--- src/rtl/genius_pkg.sv ---
// genius_pkg: definitions shared by the Genius (Simon) game blocks.
//   state_e   - sequencer states
//   ColorW    - width of a colour code from the pattern ROM
//   LedW      - width of the one-hot LED / button vectors
//   onehot()  - colour code to one-hot LED pattern (also used by the LED driver)
package genius_pkg;

    localparam int unsigned ColorW = 2;
    localparam int unsigned LedW   = 4;

    typedef enum logic [2:0] {
        StIdle,
        StShowOn,
        StShowOff,
        StWaitIn,
        StWin,
        StLose
    } state_e;

    function automatic logic [LedW-1:0] onehot(input logic [ColorW-1:0] color);
        logic [LedW-1:0] v;
        v = '0;
        v[color] = 1'b1;
        return v;
    endfunction

endpackage

--- src/rtl/genius_tick_timer.sv ---
// genius_tick_timer: tick-qualified down-counter used for the press timeout.
//   clk, R_n - clock and asynchronous active-low reset
//   en       - counting allowed (sequencer is waiting for input)
//   load     - reload the counter with TICKS
//   tick     - prescaler pulse; decrements while en
//   expire   - the tick that would take the count from 1 to 0
module genius_tick_timer #(
    parameter int unsigned TICKS = 8
) (
    input  logic clk,
    input  logic R_n,
    input  logic en,
    input  logic load,
    input  logic tick,
    output logic expire
);

    localparam int unsigned W = (TICKS < 2) ? 1 : $clog2(TICKS + 1);

    logic [W-1:0] cnt_q;

    always_ff @(posedge clk or negedge R_n) begin
        if (!R_n) begin
            cnt_q <= '0;
        end else if (load) begin
            cnt_q <= W'(TICKS);
        end else if (en && tick && (cnt_q != '0)) begin
            cnt_q <= cnt_q - 1'b1;
        end
    end

    // Not gated by load: the caller only honours expire when no press is present,
    // and a press is the only reload source while waiting.
    assign expire = en && tick && (cnt_q == W'(1));

endmodule

--- src/rtl/genius_round_ctrl.sv ---
// genius_round_ctrl: Genius game sequencer. Replays the pattern up to the current
// round, checks the player's presses and advances, wins or loses.
//   clk, R_n   - clock and asynchronous active-low reset
//   start      - begin a new game (honoured only in IDLE/WIN/LOSE)
//   level      - index of the final round, latched at start
//   tick       - prescaler pulse pacing the display
//   btn        - synchronised press pulses, one bit per colour
//   seq_color  - pattern ROM data at seq_addr (asynchronous ROM)
//   seq_addr   - pattern ROM address (index counter)
//   led        - one-hot colour display, 1111 on win
//   round      - current round, 0-based
//   user_turn  - waiting for a press
//   busy       - game in progress
//   win, lose  - terminal flags, held until the next start
// Build option: define GENIUS_TIMEOUT_EN to lose after TIMEOUT_TICKS ticks without a press.
module genius_round_ctrl
    import genius_pkg::*;
#(
    parameter int unsigned SIZE          = 4,
    parameter int unsigned TIMEOUT_TICKS = 8
) (
    input  logic              clk,
    input  logic              R_n,
    input  logic              start,
    input  logic [SIZE-1:0]   level,
    input  logic              tick,
    input  logic [LedW-1:0]   btn,
    input  logic [ColorW-1:0] seq_color,
    output logic [SIZE-1:0]   seq_addr,
    output logic [LedW-1:0]   led,
    output logic [SIZE-1:0]   round,
    output logic              user_turn,
    output logic              busy,
    output logic              win,
    output logic              lose
);

    state_e          state_q, state_d;
    logic [SIZE-1:0] round_q, round_d;
    logic [SIZE-1:0] idx_q, idx_d;
    logic [SIZE-1:0] level_q, level_d;
    logic            timeout_hit;
    logic            pressed;

    assign pressed = (btn != '0);

`ifdef GENIUS_TIMEOUT_EN
    logic timer_load;

    // Reload on entry to WAIT_IN and on every accepted press that stays there.
    assign timer_load = (state_d == StWaitIn) && ((state_q != StWaitIn) || pressed);

    genius_tick_timer #(
        .TICKS (TIMEOUT_TICKS)
    ) u_timer (
        .clk    (clk),
        .R_n    (R_n),
        .en     (state_q == StWaitIn),
        .load   (timer_load),
        .tick   (tick),
        .expire (timeout_hit)
    );
`else
    logic unused_timeout_cfg;
    assign unused_timeout_cfg = ^TIMEOUT_TICKS;
    assign timeout_hit        = 1'b0;
`endif

    // State register
    always_ff @(posedge clk or negedge R_n) begin
        if (!R_n) begin
            state_q <= StIdle;
            round_q <= '0;
            idx_q   <= '0;
            level_q <= '0;
        end else begin
            state_q <= state_d;
            round_q <= round_d;
            idx_q   <= idx_d;
            level_q <= level_d;
        end
    end

    // Next-state logic
    always_comb begin
        state_d = state_q;
        round_d = round_q;
        idx_d   = idx_q;
        level_d = level_q;
        unique case (state_q)
            StIdle, StWin, StLose: begin
                if (start) begin
                    level_d = level;
                    round_d = '0;
                    idx_d   = '0;
                    state_d = StShowOn;
                end
            end
            StShowOn: begin
                if (tick) state_d = StShowOff;
            end
            StShowOff: begin
                if (tick) begin
                    if (idx_q == round_q) begin
                        idx_d   = '0;
                        state_d = StWaitIn;
                    end else begin
                        idx_d   = idx_q + 1'b1;
                        state_d = StShowOn;
                    end
                end
            end
            StWaitIn: begin
                if (pressed) begin
                    // onehot() is always one-hot, so multi-bit presses fail here too.
                    if (btn != onehot(seq_color)) begin
                        state_d = StLose;
                    end else if (idx_q != round_q) begin
                        idx_d = idx_q + 1'b1;
                    end else if (round_q == level_q) begin
                        state_d = StWin;
                    end else begin
                        round_d = round_q + 1'b1;
                        idx_d   = '0;
                        state_d = StShowOn;
                    end
                end else if (timeout_hit) begin
                    state_d = StLose;
                end
            end
            default: state_d = StIdle;
        endcase
    end

    // Outputs: decoded from registered state; led follows the ROM at the registered address.
    always_comb begin
        led       = '0;
        user_turn = 1'b0;
        busy      = 1'b0;
        win       = 1'b0;
        lose      = 1'b0;
        unique case (state_q)
            StShowOn: begin
                led  = onehot(seq_color);
                busy = 1'b1;
            end
            StShowOff: busy = 1'b1;
            StWaitIn: begin
                user_turn = 1'b1;
                busy      = 1'b1;
            end
            StWin: begin
                win = 1'b1;
                led = '1;
            end
            StLose:  lose = 1'b1;
            default: ;
        endcase
    end

    assign seq_addr = idx_q;
    assign round    = round_q;

endmodule

--- config.mk ---
export PLATFORM = sky130hd
export DESIGN_NAME = genius_round_ctrl
export DESIGN_NICKNAME = d
export VERILOG_FILES = /design/src/rtl/genius_pkg.sv /design/src/rtl/genius_tick_timer.sv /design/src/rtl/genius_round_ctrl.sv
export SDC_FILE = /design/constraint.sdc
export NUM_CORES = 1
export LEC_CHECK = 0
export CAP_MARGIN = 5
export CORE_ASPECT_RATIO = 1.75
export CORE_MARGIN = 2
export CORE_UTILIZATION = 35
export CTS_BUF_LIST = sky130_fd_sc_hd__clkbuf_16
export CTS_CLUSTER_SIZE = 10
export DETAILED_ROUTE_END_ITERATION = 12
export PLACE_DENSITY = 0.58
export SYNTH_ARGS = -nofsm -noshare
export SYNTH_HDL_FRONTEND = slang
export SYNTH_SLANG_ARGS = --single-unit
--- constraint.sdc ---
create_clock -name clk -period 3.4 [get_ports clk]
set_clock_uncertainty 0.15 [all_clocks]
set_input_delay 0.34 -clock clk [delete_from_list [all_inputs] [get_ports clk]]
set_output_delay 0.34 -clock clk [all_outputs]
set_load 0.01 [all_outputs]
# Word-level counts from Yosys, hierarchy flattened
# Cells that the tools add are included.
# W data, S select, Z words.
dict set report totals {
  ff_bits 15
  out_inout_bits 16
  word_cells 66
  in_bits 14
}
dict set report classes {
  magnitude_cmp 2
  addsub 2
  reduce_logical 11
  n_eq_ne 18
  muxes 29
}
# op count
set op_table {}
lappend op_table {{$mux W4} 11}
lappend op_table {{$mux W3} 7}
lappend op_table {{$pmux W4 S2} 2}
lappend op_table {{$ne A2 B2 Y1 const B} 7}
lappend op_table {{$pmux W3 S4} 1}
lappend op_table {{$pmux W4 S3} 1}
lappend op_table {{$reduce_and A6 Y1} 2}
lappend op_table {{$add A4 B1 Y4 const B} 2}
lappend op_table {{$eq A4 B4 Y1} 2}
lappend op_table {{$ne A4 B4 Y1} 2}
lappend op_table {{$eq A3 B2 Y1 const B} 2}
lappend op_table {{$eq A3 B3 Y1 const B} 2}
lappend op_table {{$ne A3 B3 Y1 const B} 2}
lappend op_table {{$reduce_or A3 Y1} 2}
lappend op_table {{$mux W1} 5}
lappend op_table {{$reduce_and A5 Y1} 1}
lappend op_table {{$reduce_bool A4 Y1} 1}
lappend op_table {{$eq A3 B1 Y1 const B} 1}
lappend op_table {{$logic_not A3 Y1} 1}
lappend op_table {{$lt A2 B3 Y1 const B} 1}
lappend op_table {{$reduce_bool A3 Y1} 1}
lappend op_table {{$demux W1 S2} 1}
lappend op_table {{$ge A2 B1 Y1 const B} 1}
lappend op_table {{$mux W2} 1}
lappend op_table {{3 further kinds} 3}

# Logic depth before layout (Yosys ltp)
# Gate-level depths: netlist of run 1.
dict set report depth {
  ltp_word 8
  depth_mapped 6
  mapped_depth_nobuf 5
}

# Least setup slack after synthesis of run 1
# No wires, ideal clock.
dict set report synth_timing {
  path_type {reg-to-reg}
  startpoint {reg round_q[1] (netlist: round[1])}
  endpoint {reg state_q[0]}
  setup_time_ps 128
  arrival_time_ps 1838
  n_path_buf 0
  required_time_ps 3122
  synth_period_minus_slack_ps 2115
  path_stages_with_launch 5
  path_slack_ps 1285
  path_cell_list {dfrtp_1 > xor2_1 > or4_4 > a311oi_2 > mux2_1}
}
dict set report synth_via {
  elab_chain_len 6
  elab_cells_between_ends 9
  classes_between {eq/ne: 3; mux: 5; reduce/logical: 1}
}
# element line
set synth_rtl {}
lappend synth_rtl {{start: declaration} genius_round_ctrl.sv:39} ;# logic [SIZE-1:0] round_q, round_d;
lappend synth_rtl {{start signal: assignment} genius_round_ctrl.sv:78} ;# round_q <= round_d;
lappend synth_rtl {{$eq A4 B4 Y1} genius_round_ctrl.sv:120} ;# end else if (round_q == level_q) begin
lappend synth_rtl {{$mux W3} genius_round_ctrl.sv:120}
lappend synth_rtl {{$mux W3} genius_round_ctrl.sv:118} ;# end else if (idx_q != round_q) begin
lappend synth_rtl {{$mux W3} genius_round_ctrl.sv:116} ;# if (btn != onehot(seq_color)) begin
lappend synth_rtl {{$mux W3} genius_round_ctrl.sv:114} ;# if (pressed) begin
lappend synth_rtl {{$pmux W3 S4} genius_round_ctrl.sv:90} ;# unique case (state_q)
lappend synth_rtl {{end signal: assignment} genius_round_ctrl.sv:72} ;# state_q <= StIdle;
lappend synth_rtl {{end signal: assignment} genius_round_ctrl.sv:77} ;# state_q <= state_d;
lappend synth_rtl {{end: declaration} genius_round_ctrl.sv:38} ;# state_e state_q, state_d;
# Parallel ways exist; a longest one is shown, timed or not. The select of a mux whose other input is x is not followed.
# A chain may end at the register's enable or synchronous reset.

# Final worst setup path of run 1
dict set report layout_timing {
  startpoint {reg state_q[0]}
  endpoint {out led[2]}
}
dict set report layout_via {
  elab_chain_len 2
  elab_cells_between_ends 3
  classes_between {eq/ne: 2; mux: 1}
}
# element line
set layout_rtl {}
lappend layout_rtl {{$eq A3 B3 Y1 or $eq A3 B1 Y1 (tied branches)} genius_round_ctrl.sv:142} ;# unique case (state_q)
lappend layout_rtl {{$pmux W4 S2 (*)} genius_round_ctrl.sv:142}
lappend layout_rtl {{end: declaration} genius_round_ctrl.sv:30} ;# output logic [LedW-1:0] led,
# Every way passes the cells marked *; elsewhere a longest branch is shown, timed or not.

==> results of run 1 <==
[worst reg2reg max path: stages, from the launching register on]
cell and delay [ns]:
dfrtp_1 0.47, xor2_1 0.21, nor4_1 0.54, a32oi_1 0.24, o21a_2 0.30, mux2_4 0.30
[cells by family (layout without fill, tap and decap cells)]
logic type / after synthesis / in the layout
simple gates: 51 / 51
flops: 15 / 15
fa+ha+maj: 2 / 2
mux: 8 / 8
buf+inv: 11 / 39
xor+xnor: 8 / 8
compound gates: 32 / 32
[registers in the layout, indices dropped and copies added (netlist names)]
name / count
seq_addr: 4
round: 4
level_q: 4
state_q: 3
[routing by layer]
layer	up-vias	GRT usage, %	wire length (µm)
li1	539	-	-
met1	524	19.1	1250
met2	37	31.4	1680
met3	10	2.00	99
met4	0	7.84	97
met5	-	0	0
[Yosys cell counts (2+ instances only)]
master | count | area [µm²]
nor2_1 | 10 | 37.5
o221a_2 | 2 | 22.5
mux2_2 | 4 | 45.0
nor4_1 | 2 | 12.5
inv_1 | 6 | 22.5
o2bb2ai_1 | 2 | 17.5
and3_1 | 3 | 18.8
nand2_1 | 5 | 18.8
mux2_4 | 2 | 30.0
a21o_1 | 2 | 15.0
dfrtp_1 | 15 | 375
a21oi_1 | 9 | 45.0
nand3b_1 | 3 | 22.5
clkbuf_1 | 2 | 7.51
ha_1 | 2 | 25.0
nor3_1 | 5 | 25.0
nand2b_1 | 3 | 18.8
nor3b_1 | 2 | 15.0
nand3_1 | 5 | 25.0
xnor2_1 | 4 | 35.0
a211o_1 | 2 | 17.5
a31oi_1 | 3 | 18.8
xor2_1 | 4 | 35.0
[stage by stage]
step	utilization [%]	hold slack (ns)	instance area, µm²	worst slack (ns)
after floorplan	-	-0.106	1200	1.28
after global placement	45.3	0.364	1510	0.874
after detailed placement	45.3	0.368	1510	0.836
after CTS	47.6	0.379	1590	0.756
after global routing	47.6	0.403	1590	0.598
final	47.6	0.376	1590	0.756
[final cells by class]
cell class	count	area [µm²]
fillers	325	1740
multi-input cells	101	762
flip-flops and latches	15	375
repair buffers	29	290
clock buffers	3	75.1
well taps	45	56.3
inverters	6	22.5
clock inverters	1	3.75
[worst paths after layout]
path / to / slack [ns] / depth (start not counted)
worst max-delay path: led[2] / 0.76 / 4
worst min-delay path: state_q[1]$_DFFE_PN0P_ / 0.38 / 1
worst max register to register: seq_addr[0]$_DFFE_PN0P_ / 1.06 / 5
worst min register to register: level_q[1]$_DFFE_PN0P_ / 0.38 / 1
max in group asynchronous: level_q[2]$_DFFE_PN0P_ / 2.28 / 1
min in group clk: level_q[1]$_DFFE_PN0P_ / 0.38 / 1
[power by group]
group / switching [µW] / internal [µW] / leakage, µW
clock: 67.3 / 155 / 0.0000423
combinational: 328 / 348 / 0.000435
sequential: 109 / 233 / 0.000195
[cell usage in the layout, fill, tap and decap left out, types with 2 or more instances in the layout]
cell	instances
clkdlybuf4s50_1	29
clkbuf_16	3
a21o_1	2
nand2b_1	3
a211o_1	2
and3_1	3
mux2_2	4
nor3b_1	2
inv_1	7
nor2_1	10
a21oi_1	9
mux2_4	2
dfrtp_1	15
nor4_1	2
o221a_2	2
a31oi_1	3
nand2_1	5
nand3b_1	3
nand3_1	5
ha_1	2
o2bb2ai_1	2
xnor2_1	4
nor3_1	5
xor2_1	4
==> out/qor.txt, run 1 <==
Status: complete, no violations
Compound-gate portion of the synthesized area: 21.2%
Crit path capture type: primary output
PwrDens: 783 nW/µm²
Largest family of logic cells by synthesized area: simple AND/OR/NAND/NOR gates
Pin count of the biggest net entering global routing: 22
Hold Crit Class: primary input to async pin
Die X: 48.2 µm
Tot Pwr: 1240 µW
Nets: 172
Worst-path fanout max: 13
Worst flop-to-flop path startpoint: round[1]$_DFFE_PN0P_
Yosys warns: 0
Row cnt: 28
Adder-cell area share of the yosys netlist: 2.09%
Placed cells: 196
Worst-skew pair later-pin latency: 0.24 ns
Pins over their slew limit: 0
Clock root buffer: clkbuf_16
Via Count: 1110
Synth Area per Inst: 9.42 µm²
WS Path Type: register to primary output
Total core area: 3330 µm²
Cell family with most CP delay: simple AND/OR/NAND/NOR gates
Setup TNS: 0 ns
Sequential cell area fraction in the yosys report: 31.4%
DRT antenna net count: 0
Net Count, Synth: 143
Cell area after synthesis: 1200 µm²
Unique masters post-synth: 53
Hold Violations, Final: 0
Routed WL: 3130 µm
RSZ-0062 raised after global routing: no
Max Root-Sink Buffers: 2
Slowest stage delay, CP: 0.56 ns
Vias in the first global route: 1093
Grt ovf: 0
Vias per cell: 5.55
Post-synth EDFFs: 0
Routed wire per std cell: 15.7 µm
CTS tree: built
Fmax: 0.378 GHz
Crit path buf inv count: 1
Ys async rst share: 100%
Primary FF master, synth: dfrtp_1
First-pass GRT wire length: 4950 µm
Post-route clock period utilization: 77.8%
Post-route insts no fill: 200
H-tree depth: 1
Mux share of post-synthesis cell area: 8.05%
Worst EP required: 2.91 ns
# setup viols final: 0
Maximum VDD drop: 478 µV
Detailed Route Iter0 Violations: 28
Data arrival, critical path: 2.15 ns
Max Cap Violations: 0
DRT Pass-1 Iters: 4
CP Cell Sequence: nor2b_1, nand3b_1, a21oi_1, clkdlybuf4s50_1
Post-CTS Resized: 0
Pleak: 0.000672 µW
Hold bufs inserted after CTS: 0
Worst rel slew slack: 52.8%
Simple-gate share of the synthesized area: 26.5%
IO Pins: 30
Slowest CP cell: dfrtp_1
Port Buf Inserts: 29
Mapped Cells: 127
Setup bufs post-CTS: 0
Starting Density: 35.9%
P&R area growth vs syn: 32.5%
# diodes: 0
Startpoint types: register
Worst slew pin tran: 0.706 ns
Total track usage: 17.6%
CTS buffer count: 3
Worst setup path startpoint: state_q[0]$_DFFE_PN0P_
Initial antenna violation count: 0
Die area: 3920 µm²
Clock Pin Slew Worst Setup and Hold Paths: 0.05 ns
Yosys reg bits: 15
DRC errors left: 0
Layout cell share with drive strength beyond 1: 14.8%
Clk sinks: 15
Detailed placement HPWL: 2370 µm
Die Y: 81.3 µm
XOR/XNOR share of the synthesized area: 5.86%
Routability cong.: 0.878
Min Tclk post-route: 2.64 ns
Power figures use the tool's default switching activity.
==> run 2, diff against run 1 <==
--- a/config.mk
+++ b/config.mk
@@ -12,7 +12,7 @@
 export CTS_BUF_LIST = sky130_fd_sc_hd__clkbuf_16
 export CTS_CLUSTER_SIZE = 10
 export DETAILED_ROUTE_END_ITERATION = 12
-export PLACE_DENSITY = 0.58
+export PLACE_DENSITY = 0.6
 export SYNTH_ARGS = -nofsm -noshare
 export SYNTH_HDL_FRONTEND = slang
 export SYNTH_SLANG_ARGS = --single-unit
==> constraint.sdc (replaced) <==
create_clock -name clk -period 2.17 [get_ports clk]
set_clock_uncertainty 0.15 [all_clocks]
set_input_delay 0.217 -clock clk [delete_from_list [all_inputs] [get_ports clk]]
set_output_delay 0.217 -clock clk [all_outputs]
set_load 0.01 [all_outputs]
==> out/qor.txt, run 2 (same netlist as run 1, synthesis figures left out) <==
Fmax: 0.477 GHz
Clk sinks: 15
Total track usage: 18.9%
IO Pins: 30
Grt ovf: 0
Pre-CTS WS: -0.142 ns
Die Y: 81.3 µm
P&R area growth vs syn: 49.8%
Startpoint types: register
Worst slew pin tran: 0.726 ns
Hold Violations, Final: 0
PwrDens: 1220 nW/µm²
Placed inst area: 1690 µm²
Row cnt: 28
CTS tree: built
Clock Pin Slew Worst Setup and Hold Paths: 0.05 ns
Min Tclk post-route: 2.10 ns
Worst-skew pair later-pin latency: 0.25 ns
FF-to-FF path depth: 4
Most frequent cells in the layout: 27 x clkdlybuf4s50_1, 25 x buf_4, 14 x dfrtp_1, 10 x nor2_1, 9 x a21oi_1
Worst rel slew slack: 51.5%
Vias per cell: 5.26
Worst EP required: 1.80 ns
Final worst slack: 0.0749 ns
Final core occ: 53.8%
Hold Crit Class: primary input to async pin
WP depth: 3
Post-route clock period utilization: 96.5%
# setup viols final: 0
Commonest non-fill, non-tap cell in the layout: clkdlybuf4s50_1
DRT Pass-1 Iters: 4
Data arrival, critical path: 1.73 ns
Detailed placement HPWL: 2620 µm
Starting Density: 35.9%
Port Buf Inserts: 29
Cell family with most CP delay: buffers and inverters
Clock root buffer: clkbuf_16
Pleak: 0.000844 µW
Nets: 197
Slowest stage delay, CP: 0.56 ns
Vias in the first global route: 1203
Routability cong.: 0.935
Setup TNS: 0 ns
Max Cap Violations: 0
CTS buffer count: 3
Reg area: 377 µm²
WS Path Type: register to primary output
Fillers: 315
Max Root-Sink Buffers: 2
Die area: 3920 µm²
Pins over their slew limit: 0
Tot Pwr: 2190 µW
Die X: 48.2 µm
Slowest CP cell: clkdlybuf4s50_1
Routed WL: 3260 µm
# diodes: 0
Maximum VDD drop: 617 µV
Layout cell share with drive strength beyond 1: 28.3%
CP Cell Sequence: nand3b_2, inv_1, clkdlybuf4s50_1
Worst-path fanout max: 6
First-pass GRT wire length: 5220 µm
Initial antenna violation count: 0
H-tree depth: 1
Status: complete, no violations
Detailed Route Iter0 Violations: 19
Crit path buf inv count: 2
Pin count of the biggest net entering global routing: 16
DRT antenna net count: 0
DRC errors left: 0
Area of the multi-input gates: 774 µm²
Via Count: 1184
Cell area after layout: 1790 µm²
Routed wire per std cell: 14.5 µm
Crit path capture type: primary output
Total core area: 3330 µm²
## run 2: final timing paths
path,start,slack [ns],endpoint
max,state_q[2]$_DFFE_PN0P_,0.07,user_turn
min,R_n,0.25,state_q[1]$_DFFE_PN0P_
max reg2reg,round[1]$_DFFE_PN0P_,0.11,state_q[0]$_DFFE_PN0P_
min reg2reg,level_q[3]$_DFFE_PN0P_,0.37,level_q[3]$_DFFE_PN0P_
max in group asynchronous,R_n,1.12,state_q[2]$_DFFE_PN0P_
min in group clk,level_q[3]$_DFFE_PN0P_,0.37,level_q[3]$_DFFE_PN0P_
## run 2: area by class of cell
class / instances / share of cell area, %
Clock inverter: 1 / 0.209
Clock buffer: 3 / 4.19
Inverter: 6 / 1.26
Multi-Input combinational cell: 101 / 43.2
Tap cell: 45 / 3.14
Sequential cell: 15 / 21.0
Timing Repair Buffer: 54 / 27.0
## run 2: timing repair
| action | in CTS | in global routing |
|---|---|---|
| setup endpoints to repair | 2 | 5 |
| buffers inserted | 0 | 0 |
| gates resized for setup | 1 | 5 |
| hold buffers | 0 | 0 |
| gates cloned | 0 | 0 |
## run 2: metrics by stage
step / hold WS [ns] / cells
floorplan: -0.229 / 127
global placement: 0.364 / 221
detailed placement: 0.370 / 221
CTS: 0.284 / 225
global route: 0.313 / 225
finish: 0.249 / 225
## run 2: layer usage
layer	up-vias	global-route usage, %	part of all wire (%)
met5	-	0	0
met4	0	10.0	2.5
met3	7	2.67	2.8
met2	29	33.8	56
met1	565	19.5	38
li1	583	-	-
## run 2: power breakdown
group,internal (µW),switching (µW)
sequential,369,84.2
clock,244,116
combinational,742,634
total,1360,834
==> run 3, diff against run 2 <==
--- a/config.mk
+++ b/config.mk
@@ -12,7 +12,8 @@
 export CTS_BUF_LIST = sky130_fd_sc_hd__clkbuf_16
 export CTS_CLUSTER_SIZE = 10
 export DETAILED_ROUTE_END_ITERATION = 12
-export PLACE_DENSITY = 0.6
+export MAX_ROUTING_LAYER = met4
+export PLACE_DENSITY = 0.62
 export SYNTH_ARGS = -nofsm -noshare
 export SYNTH_HDL_FRONTEND = slang
 export SYNTH_SLANG_ARGS = --single-unit
==> constraint.sdc (replaced) <==
create_clock -name clk -period 2 [get_ports clk]
set_clock_uncertainty 0.15 [all_clocks]
set_input_delay 0.2 -clock clk [delete_from_list [all_inputs] [get_ports clk]]
set_output_delay 0.2 -clock clk [all_outputs]
set_load 0.01 [all_outputs]
==> out/qor.txt, run 3 (same netlist as run 1, synthesis figures left out) <==
Post-route clock period utilization: 103%
CTS tree: built
Via Count: 1237
Max Cap Violations: 0
Pin count of the biggest net entering global routing: 17
H-tree depth: 1
Worst slew pin tran: 0.551 ns
Pins over their slew limit: 0
Crit path capture type: register
Initial antenna violation count: 0
Startpoint types: register
Hold Violations, Final: 0
Failing checks: negative setup slack
Area of the multi-input gates: 847 µm²
# diodes: 0
Routability cong.: 0.920
CTS buffer count: 3
Status: complete, but fails checks
Maximum VDD drop: 862 µV
RSZ-0062 raised after global routing: yes
# setup viols final: 3
Grt ovf: 0
PwrDens: 1290 nW/µm²
DRT Pass-1 Iters: 4
Die area: 3920 µm²
Fmax: 0.484 GHz
Vias in the first global route: 1198
Port Buf Inserts: 29
Routed wire per std cell: 14.9 µm
WS Path Type: register to register
Pleak: 0.000936 µW
Reg area: 382 µm²
First-pass GRT wire length: 5110 µm
Detailed placement HPWL: 2570 µm
Final worst slack: -0.0675 ns
Die X: 48.2 µm
Min Tclk post-route: 2.07 ns
Placed inst area: 1760 µm²
DRT antenna net count: 0
Nets: 207
Routed WL: 3510 µm
Cell area after layout: 1940 µm²
Detailed Route Iter0 Violations: 33
Worst-path fanout max: 5
IO Pins: 30
Fillers: 305
Vias per cell: 5.26
Worst R2R Setup Slack: -0.07 ns
Row cnt: 28
Total core area: 3330 µm²
Worst-skew pair later-pin latency: 0.25 ns
Clk sinks: 15
Hold Crit Class: primary input to async pin
Clock root buffer: clkbuf_16
Clock Pin Slew Worst Setup and Hold Paths: 0.05 ns
DRC errors left: 0
P&R area growth vs syn: 62.3%
Die Y: 81.3 µm
Starting Density: 35.9%
Max Root-Sink Buffers: 2
Most frequent cells in the layout: 35 x buf_4, 21 x clkdlybuf4s50_1, 10 x nor2_1, 10 x dfrtp_1, 8 x a21oi_1
Worst EP required: 1.98 ns
Commonest non-fill, non-tap cell in the layout: buf_4
Worst rel slew slack: 63.0%
Hold_ws: 0.119 ns
Data arrival, critical path: 2.05 ns
Layout cell share with drive strength beyond 1: 40.5%
Total track usage: 19.1%
## run 3: cell count changes in the layout (fill, tap and decap cells not counted), moves of 4 or more
cell / before / now
dfrtp_2: 1 / 5
clkdlybuf4s50_1: 27 / 21
dlygate4sd2_1: 0 / 5
buf_4: 25 / 35
dfrtp_1: 14 / 10
## run 3: critical path, stage by stage, from the launching register on
cell and delay, ns:
dfrtp_1 0.41, xor2_2 0.19, or4_4 0.60, a311oi_2 0.25
mux2_1 0.35
## run 3: area by class of cell
| class | count | area share [%] |
|---|---|---|
| inverter | 6 | 1.16 |
| clock inverter | 1 | 0.258 |
| tap | 45 | 2.90 |
| clock buffer | 3 | 3.87 |
| sequential | 15 | 19.7 |
| timing repair buffer | 64 | 28.5 |
| multi-input combinational | 101 | 43.6 |
## run 3: where the power goes
| part | leakage (µW) | internal (µW) | switching, µW |
|---|---|---|---|
| Combinational | 0.000707 | 864 | 766 |
| Clock | 0.0000409 | 267 | 128 |
| Sequential | 0.000188 | 404 | 82.2 |
## run 3: timing repair
action	CTS	global route
hold buffers	0	0
pin swaps	3	3
endpoints found under the setup margin	13	12
gates resized for setup	13	12
setup buffers	1	1
## run 3: per-layer routing
layer | track usage (%) | wire (µm)
met1 | 18.4 | 1260
met2 | 33.6 | 2010
met3 | 3.56 | 122
met4 | 10.0 | 119
met5 | - | 0
## run 3: per-stage QoR
stage / total power [µW] / utilization, % / std cells / TNS (ns) / setup slack, ns
after floorplan: 1400 / - / 127 / -0.0126 / -0.00709
after CTS: 2470 / 56.4 / 234 / -0.149 / -0.0628
after global routing: 2670 / 58.3 / 235 / -0.311 / -0.0983
after global placement: 2000 / 52.9 / 229 / -1.66 / -0.243
after detailed placement: 2020 / 52.9 / 229 / -2.11 / -0.317
final: 2510 / 58.3 / 235 / -0.123 / -0.0675
## run 3: worst paths after layout
check / from / to / cells after the start
setup / recovery: seq_addr[1]$_DFFE_PN0P_ / state_q[0]$_DFFE_PN0P_ / 4
hold / removal: R_n / seq_addr[0]$_DFFE_PN0P_ / 2
setup reg to reg: seq_addr[1]$_DFFE_PN0P_ / state_q[0]$_DFFE_PN0P_ / 4
hold reg to reg: level_q[0]$_DFFE_PN0P_ / level_q[0]$_DFFE_PN0P_ / 1
max in group asynchronous: R_n / round[2]$_DFFE_PN0P_ / 2
min in group clk: level_q[0]$_DFFE_PN0P_ / level_q[0]$_DFFE_PN0P_ / 1
